===== src/rtl/fir_out_serializer.sv =====
// fir_out_serializer
//   Sits behind the 3-parallel FIR_Filter. Each VIN-qualified triple
//   (DIN0 oldest .. DIN2 newest) is stored in a DEPTH-entry triple FIFO.
//   The block then replays the samples one per accepted handshake
//   (VOUT/READY_I), lane 0 first. A triple that arrives while the FIFO
//   is full and no pop happens on that edge is dropped, and OVF is set.
//
// Ports
//   CLK, RST_n        clock (rising edge), asynchronous active-low reset
//   VIN, DIN0..DIN2   input triple and its valid strobe (no back-pressure)
//   READY_I           downstream ready
//   VOUT, DOUT        serialized output sample and its valid
//   FULL              FIFO holds DEPTH triples (registered)
//   OVF               sticky drop flag
//   OVF_CNT           saturating 8-bit drop counter, present only when
//                     FIR_SER_OVF_CNT_EN is defined (OVF = OVF_CNT != 0)
module fir_out_serializer #(
  parameter int unsigned DW    = 12,
  parameter int unsigned DEPTH = 4
) (
  input  logic          CLK,
  input  logic          RST_n,
  input  logic          VIN,
  input  logic [DW-1:0] DIN0,
  input  logic [DW-1:0] DIN1,
  input  logic [DW-1:0] DIN2,
  input  logic          READY_I,
  output logic          VOUT,
  output logic [DW-1:0] DOUT,
  output logic          FULL,
  output logic          OVF
`ifdef FIR_SER_OVF_CNT_EN
  ,
  output logic [7:0]    OVF_CNT
`endif
);

  localparam int unsigned AW = (DEPTH > 1) ? $clog2(DEPTH) : 1;
  localparam int unsigned CW = AW + 1;
  localparam logic [CW-1:0] DEPTH_C = CW'(DEPTH);

  typedef enum logic {ST_EMPTY, ST_VALID} state_e;
  typedef logic [3*DW-1:0] triple_t;

  triple_t       mem_q [DEPTH];
  logic [AW-1:0] wr_ptr_q, wr_ptr_d;
  logic [AW-1:0] rd_ptr_q, rd_ptr_d;
  logic [CW-1:0] count_q, count_d;
  state_e        state_q, state_d;
  logic [1:0]    lane_q, lane_d;
  logic [DW-1:0] dout_q, dout_d;
  logic          full_q;
  logic          xfer, pop, push, drop;
  triple_t       head, next_head;

  function automatic logic [DW-1:0] lane_sel(input triple_t t, input logic [1:0] l);
    logic [DW-1:0] r;
    case (l)
      2'd0:    r = t[DW-1:0];
      2'd1:    r = t[2*DW-1:DW];
      default: r = t[3*DW-1:2*DW];
    endcase
    return r;
  endfunction

  always_comb begin
    head      = mem_q[rd_ptr_q];
    next_head = mem_q[rd_ptr_q + AW'(1)];
    xfer      = (state_q == ST_VALID) && READY_I;
    // The head triple leaves the FIFO only when its last lane transfers.
    pop       = xfer && (lane_q == 2'd2);
    push      = VIN && ((count_q != DEPTH_C) || pop);
    drop      = VIN && !push;

    state_d = state_q;
    lane_d  = lane_q;
    dout_d  = dout_q;
    case (state_q)
      ST_EMPTY: begin
        if (count_q != '0) begin
          dout_d  = lane_sel(head, lane_q);
          state_d = ST_VALID;
        end
      end
      default: begin
        if (xfer) begin
          if (lane_q != 2'd2) begin
            lane_d = lane_q + 2'd1;
            dout_d = lane_sel(head, lane_q + 2'd1);
          end else begin
            lane_d = '0;
            // Back-to-back only from a triple already stored; a triple
            // written on this same edge is picked up from EMPTY next edge.
            if (count_q > CW'(1)) begin
              dout_d = lane_sel(next_head, 2'd0);
            end else begin
              state_d = ST_EMPTY;
            end
          end
        end
      end
    endcase

    wr_ptr_d = push ? wr_ptr_q + AW'(1) : wr_ptr_q;
    rd_ptr_d = pop  ? rd_ptr_q + AW'(1) : rd_ptr_q;
    case ({push, pop})
      2'b10:   count_d = count_q + CW'(1);
      2'b01:   count_d = count_q - CW'(1);
      default: count_d = count_q;
    endcase
  end

  // A push at full overwrites the head slot only on the edge the head pops.
  always_ff @(posedge CLK) begin
    if (push) begin
      mem_q[wr_ptr_q] <= {DIN2, DIN1, DIN0};
    end
  end

  always_ff @(posedge CLK or negedge RST_n) begin
    if (!RST_n) begin
      state_q  <= ST_EMPTY;
      lane_q   <= '0;
      dout_q   <= '0;
      wr_ptr_q <= '0;
      rd_ptr_q <= '0;
      count_q  <= '0;
      full_q   <= 1'b0;
    end else begin
      state_q  <= state_d;
      lane_q   <= lane_d;
      dout_q   <= dout_d;
      wr_ptr_q <= wr_ptr_d;
      rd_ptr_q <= rd_ptr_d;
      count_q  <= count_d;
      full_q   <= (count_d == DEPTH_C);
    end
  end

  assign VOUT = (state_q == ST_VALID);
  assign DOUT = dout_q;
  assign FULL = full_q;

`ifdef FIR_SER_OVF_CNT_EN
  logic [7:0] ovf_cnt_q;

  always_ff @(posedge CLK or negedge RST_n) begin
    if (!RST_n) begin
      ovf_cnt_q <= '0;
    end else if (drop && (ovf_cnt_q != '1)) begin
      ovf_cnt_q <= ovf_cnt_q + 8'd1;
    end
  end

  assign OVF_CNT = ovf_cnt_q;
  assign OVF     = (ovf_cnt_q != '0);
`else
  logic ovf_q;

  always_ff @(posedge CLK or negedge RST_n) begin
    if (!RST_n) begin
      ovf_q <= 1'b0;
    end else if (drop) begin
      ovf_q <= 1'b1;
    end
  end

  assign OVF = ovf_q;
`endif

endmodule


===== config.mk =====
export PLATFORM = sky130hd
export DESIGN_NAME = fir_out_serializer
export DESIGN_NICKNAME = d
export VERILOG_FILES = /design/src/rtl/fir_out_serializer.sv
export SDC_FILE = /design/constraint.sdc
export NUM_CORES = 1
export LEC_CHECK = 0
export ABC_AREA = 1
export CAP_MARGIN = 10
export CORE_UTILIZATION = 55
export CTS_BUF_LIST = sky130_fd_sc_hd__clkbuf_8 sky130_fd_sc_hd__clkbuf_16
export CTS_CLUSTER_DIAMETER = 80
export DETAILED_ROUTE_END_ITERATION = 8
export PLACE_DENSITY = 0.75
export SYNTH_ARGS = -nofsm -noshare
export SYNTH_HDL_FRONTEND = slang
export SYNTH_SLANG_ARGS = --single-unit

===== constraint.sdc =====
create_clock -name CLK -period 4.7 [get_ports CLK]
set_input_delay 1.175 -clock CLK [delete_from_list [all_inputs] [get_ports CLK]]
set_output_delay 1.175 -clock CLK [all_outputs]
set_load 0.03 [all_outputs]

==> metrics.md, run 1 <==
| Metric | Value |
|---|---|
| Postcts setup bufs | 0 |
| Fraction of registers with async set/reset | 14.3% |
| Initial antenna violation count | 1 |
| Die width | 122 um |
| Wire per inst | 18.7 um |
| DR vias | 6232 |
| Cell Chain, Critical Path | inv_1, ha_1, inv_2, nor2_4, inv_1, nand3_1, nand2_2, nor2_4, buf_4 |
| Flop2flop setup slack | 1600 ps |
| Worst-case reg-to-reg path depth | 9 |
| I/O Buffers | 54 |
| WL met2 | 9530 um |
| Num CTS Buffers | 17 |
| Pins Over Slew Limit | 0 |
| Grt ovf | 0 |
| Pre-Repair DR Iteration Count | 8 |
| Top layer used by detailed routing | met5 |
| Worst Path Max Fanout | 36 |
| Area Growth Syn to Fin | 16.0% |
| Clock sinks | 168 |
| Leakage power | 3.81 nW |
| Final ANT Viol Nets | 0 |
| DR vias/cell | 5.92 |
| Pin count of the biggest net entering global routing | 76 |
| Worst Max-Slew Pin Slew | 1200 ps |
| Max_slew headroom | 20.3% |
| Pwr/cell area | 728 nW/um^2 |
| Worst path required time | 4780 ps |
| Post-DP HPWL | 11800 um |
| Footprint of the multi-input gates | 2520 sq um |
| CP max stage delay | 550 ps |
| Fin Hold WS | 492 ps |
| RSZ-0062 raised after global routing | false |
| Number of global-route vias before repair | 5952 |
| Routability cong. | 0.953 |
| CP max stage cell | ha_1 |
| Tightest Hold Check Type | flop to flop |
| Final worst path period share | 66.0% |
| Placement Rows | 43 |
| Status | complete, no violations |
| Nets | 914 |
| Root Driver | clkbuf_16 |
| Core area | 13900 sq um |
| Clock transition at path regs | 60 ps |
| Final setup TNS | 0 ps |
| Resized Gates After CTS | 0 |
| Setup CP Type | flop to flop |
| Post-synth EDFFs | 144 |
| Die H | 122 um |
| Storage element area | 4930 sq um |
| All-Layer GR Usage | 28.3% |
| Worst-skew pair later-pin latency | 450 ps |
| Initial Util | 56.8% |
| DR WL met3 | 2090 um |
| Avg Cell Area, Syn | 9.73 sq um |
| Commonest non-fill, non-tap cell in the layout | nand2_1 |
| Fmax | 0.322 GHz |
| Synth unique cells | 26 |
| Share of post-route cells with drive strength above 1 | 6.31% |
| Hold Vio Cnt, Final | 0 |
| Layout fillers | 1046 |
| Worst path arrival time | 3180 ps |
| Yosys warnings | 0 |
| CTS tree | done |
| Htree depth | 4 |
| # setup viols final | 0 |
| Max_cap viols | 0 |
| Worst vdd ir | 0.402 mV |
| Most frequent cells in the layout | nand2_1 (292), nand3_1 (160), edfxtp_1 (144) |
| ANT cells | 0 |
| Max Root-Sink Buffers | 2 |
| Cell Area, Synth | 7920 sq um |
| Register bit total from synthesis | 168 |
| M1 WL | 7370 um |
| Die area | 14900 sq um |
| Fin Clk Skew | 13.7 ps |
| Main synth FF type | edfxtp_1 |
| Crit path capture type | flop |
| WL final | 19700 um |
| Sequential area share after synthesis | 62.2% |
| DRC viols | 0 |
| Cells after Synth | 814 |
| DRT iter0 DRCs | 746 |
| Min cycle time layout | 3100 ps |
| Syn Nets | 869 |
| Min-Delay Path Depth | 1 |
| Startpoint types | flop |
| I/O pins | 55 |
| Global-route wire length before repair | 30600 um |
| Hold_buf cts | 0 |
registers in the layout, summed over array words and instances (netlist names):
signal    count
DOUT         12
FULL          1
OVF           1
VOUT          1
count_q       3
lane_q        2
mem_q       144
rd_ptr_q      2
wr_ptr_q      2
worst paths after layout:
| path | to | from |
|---|---|---|
| max reg2reg | mem_q[2][19] | lane_q[0] |
| max | mem_q[2][19] | lane_q[0] |
| min in group asynchronous | DOUT[10] | RST_n |
| min | OVF | OVF |
| min reg2reg | OVF | OVF |
| max in group asynchronous | rd_ptr_q[0] | RST_n |
kinds of logic (layout without fill, tap and decap cells):
logic type	after synthesis	in the layout	synth area share (%)
buffers and inverters	104	162	6.31
AOI/OAI and AO/OA	61	61	4.22
adders and majority gates	15	15	2.37
xor gates and xnor gates	2	2	0.221
DFF	168	168	62.2
and+or+nand+nor	464	464	24.7
power breakdown:
group	leakage, nW	internal (mW)	switching (mW)	total (mW)
logic	1.93	0.948	2.19	3.14
registers	1.59	2.00	0.143	2.14
clock network	0.289	0.815	0.584	1.40
total	3.81	3.76	2.92	6.68
per-stage QoR:
stage | total power, mW | instance area, sq um | instances | setup slack, ps | utilization [%]
5_1_grt | 7.07 | 9180 | 1052 | 1430 | 65.9
6_report | 6.68 | 9180 | 1052 | 1600 | 65.9
4_1_cts | 6.56 | 9140 | 1050 | 1620 | 65.6
3_3_place_gp | 5.06 | 8540 | 1018 | 1370 | 61.3
2_1_floorplan | 4.30 | 7920 | 814 | 1010 | -
3_5_place_dp | 5.15 | 8540 | 1018 | 1280 | 61.3
per-layer routing:
metal | GRT usage [%] | up-vias
li1 | - | 2837
met1 | 36.0 | 2915
met2 | 46.2 | 404
met3 | 6.84 | 74
met4 | 12.3 | 2
met5 | 0 | -
worst max-delay path: cells and delay by family (launching register included):
kind | cells | cell delay (ps)
adder cells (fa/ha/maj) | 1 | 550
buffers and inverters | 4 | 1070
flip-flops | 1 | 420
AND/OR/NAND/NOR | 4 | 670
cells in the mapped netlist, types with 2 or more instances:
cell type  instances  area, sq um
inv_2              2         7.51
inv_1             59          221
o21ai_0            5         25.0
a31oi_1            3         18.8
buf_4             10         75.1
nand3_1          160          801
a21oi_1           47          235
nand2_1          292         1100
dfrtp_1           24          601
buf_6              8         90.1
xor2_1             2         17.5
buf_1              4         15.0
buf_2              9         45.0
clkbuf_1          11         41.3
edfxtp_1         144         4320
ha_1              15          188
o211ai_1           2         15.0
nor2_1             9         33.8
cell type report:
class	instances	area share [%]
inverters	62	2.53
clock inverters	13	1.59
multi-input cells	542	27.5
flip-flops and latches	168	53.6
well taps	180	2.45
repair buffers	68	7.38
clock buffers	19	4.93
Power figures use the tool's default switching activity.
==> run 2, diff against run 1 <==
--- a/config.mk
+++ b/config.mk
@@ -7,11 +7,11 @@
 export LEC_CHECK = 0
 export ABC_AREA = 1
 export CAP_MARGIN = 10
-export CORE_UTILIZATION = 55
+export CORE_UTILIZATION = 53
 export CTS_BUF_LIST = sky130_fd_sc_hd__clkbuf_8 sky130_fd_sc_hd__clkbuf_16
 export CTS_CLUSTER_DIAMETER = 80
 export DETAILED_ROUTE_END_ITERATION = 8
-export PLACE_DENSITY = 0.75
+export PLACE_DENSITY = 0.76
 export SYNTH_ARGS = -nofsm -noshare
 export SYNTH_HDL_FRONTEND = slang
 export SYNTH_SLANG_ARGS = --single-unit
==> constraint.sdc (replaced) <==
create_clock -name CLK -period 2.8 [get_ports CLK]
set_input_delay 0.7 -clock CLK [delete_from_list [all_inputs] [get_ports CLK]]
set_output_delay 0.7 -clock CLK [all_outputs]
set_load 0.03 [all_outputs]
==> metrics.md, run 2 (same netlist as run 1, synthesis figures left out) <==
| Metric | Value |
|---|---|
| Hold Startpoint | OVF |
| Max Root-Sink Buffers | 2 (unchanged) |
| WL final | 19400 um (-1.2%) |
| RR Endpoint | FULL |
| Min cycle time layout | 2220 ps |
| Area Growth Syn to Fin | 17.6% |
| Final ANT Viol Nets | 0 (unchanged) |
| Hold EP | OVF |
| Status | complete, no violations |
| Layout fillers | 1163 (+11%) |
| Min-Delay Path Depth | 1 (unchanged) |
| Non-Filler Instances | 1068 (+1.5%) |
| Worst path arrival time | 2560 ps (-620 ps) |
| Tightest Hold Check Type | flop to flop |
| Max FFs per register | 144 (unchanged) |
| DR vias/cell | 5.62 (-5.2%) |
| Final worst path period share | 79.4% |
| Placed cell count | 1036 (+1.8%) |
| All-Layer GR Usage | 26.6% (-1.7 points) |
| Die area | 15400 sq um (+3.7%) |
| DR vias | 5999 (-3.7%) |
| Worst path required time | 3140 ps (-1640 ps) |
| I/O Buffers | 54 (unchanged) |
| Num CTS Buffers | 17 (unchanged) |
| Final setup TNS | 0 ps (unchanged) |
| Worst Path Max Fanout | 5 (-86%) |
| ANT cells | 0 (unchanged) |
| Htree depth | 4 (unchanged) |
| Post-route setup slack | 578 ps (-1020 ps) |
| Flop2flop setup slack | 610 ps (-990 ps) |
| Initial Util | 54.5% (-2.3 points) |
| Nets | 926 (+1.3%) |
| Crit path capture type | flop |
| Fmax | 0.450 GHz |
| CP max stage delay | 490 ps (-60 ps) |
| Most Crowded Layer GR | met2 |
| I/O pins | 55 (unchanged) |
| Cell Chain, Critical Path | clkdlybuf4s50_1, nand2_1, nor2_4, inv_1, nand3_1, nand2_2, ha_1, inv_1, o211ai_1, o21ai_0, nor3_1 |
| CTS tree | done |
| Register with the most flip-flops | mem_q |
| Die H | 124 um (+1.8%) |
| Worst vdd ir | 0.748 mV (+86%) |
| Top delay family on crit path | simple AND/OR/NAND/NOR gates |
| Most frequent cells in the layout | nand2_1 (292), nand3_1 (160), edfxtp_1 (144) |
| Fin Clk Skew | 5.14 ps (-8.60 ps) |
| DRT iter0 DRCs | 658 (-12%) |
| Leakage power | 3.87 nW (+1.5%) |
| Clock sinks | 168 (unchanged) |
| Pin count of the biggest net entering global routing | 52 (-32%) |
| DRC viols | 0 (unchanged) |
| Hold Vio Cnt, Final | 0 (unchanged) |
| Post-DP HPWL | 12800 um (+7.9%) |
| Resized Gates After CTS | 0 (unchanged) |
| Number of global-route vias before repair | 5784 (-2.8%) |
| Setup CP Type | input port to flop |
| Max_slew headroom | 61.1% (+41 points) |
| Placement Rows | 44 (+2.3%) |
| Pre-CTS WS | 144 ps (-1140 ps) |
| Crit path top cell by count | inv_1 |
| Die width | 124 um (+1.8%) |
| Routability cong. | 0.917 (-3.7%) |
| Max_cap viols | 0 (unchanged) |
| Clock transition at path regs | 60 ps (about the same) |
| Met3 usage | 6.08% (-0.76 points) |
| Grt ovf | 0 (unchanged) |
| Share of post-route cells with drive strength above 1 | 7.24% (+0.93 points) |
| Startpoint types | input port |
| Commonest non-fill, non-tap cell in the layout | nand2_1 |
| Met1 usage | 35.1% (-0.90 points) |
| GR Layer Usage met2 | 42.2% (-4.0 points) |
| Root Driver | clkbuf_16 |
| Buf/Inv on CP | 3 (-1) |
| Worst Max-Slew Pin Slew | 583 ps (-612 ps) |
| # setup viols final | 0 (unchanged) |
| Postcts setup bufs | 0 (unchanged) |
| Fin Hold WS | 529 ps (+37.1 ps) |
| Final total power | 11.2 mW (+67%) |
| Worst-skew pair later-pin latency | 430 ps (-20 ps) |
| Global-route wire length before repair | 31000 um (+1.6%) |
| Initial antenna violation count | 0 (-1) |
| RSZ-0062 raised after global routing | false |
| Worst-case reg-to-reg path depth | 12 (+3) |
| Pins Over Slew Limit | 0 (unchanged) |
| Pre-Repair DR Iteration Count | 5 (-3) |
| Pwr/cell area | 1200 nW/um^2 (+65%) |
| Worst R2R Start | lane_q[0] |
| Wire per inst | 18.2 um (-2.7%) |
| Hold_buf cts | 0 (unchanged) |
| CP max stage cell | clkdlybuf4s50_1 |
| Core area | 14500 sq um (+4.3%) |
==> run 2: cell count changes in the layout (fill, tap and decap cells not counted), moves of 2 or more <==
cell and delta:
inv_6 -2, clkinv_1 +4, clkinv_2 +2, buf_4 +8, clkbuf_8 -2, buf_12 +5
==> run 2: layout make-up <==
class,count,area (sq um),area share (%)
Tap cell,184,230,2.47
Clock inverter,15,160,1.72
Multi-Input combinational cell,542,2520,27.1
Clock buffer,17,425,4.57
Timing Repair Buffer,80,811,8.71
Inverter,62,233,2.50
Sequential cell,168,4930,52.9
==> run 2: how the worst max path moves through the flow <==
stage               slack (ps)  cells past startpoint  startpoint            to
global route               360                     12   lane_q[0]          FULL
finish                     580                     11     READY_I          FULL
floorplan                 -460                      9   lane_q[0]   mem_q[0][0]
CTS                        580                      1        VOUT          VOUT
detailed placement         140                     11     READY_I          FULL
global placement           210                      9     READY_I  mem_q[2][29]
==> run 2: stage by stage <==
stage               utilization [%]  area [sq um]
finish                         64.0          9310
CTS                            64.0          9310
global placement               60.0          8720
detailed placement             60.0          8720
floorplan                         -          7920
global route                   64.0          9310
==> run 2: where the power goes <==
part / internal (mW) / total, mW / switching [mW] / leakage, nW
clock network: 1.38 / 2.32 / 0.934 / 0.279
registers: 3.35 / 3.57 / 0.224 / 1.59
logic: 1.69 / 5.30 / 3.60 / 2.00
total: 6.43 / 11.2 / 4.76 / 3.87
==> run 2: layer usage <==
layer / vias to the layer above / routed length, um
li1: 2854 / -
met2: 290 / 9380
met1: 2812 / 7920
met5: - / 0
met3: 43 / 1580
met4: 0 / 563
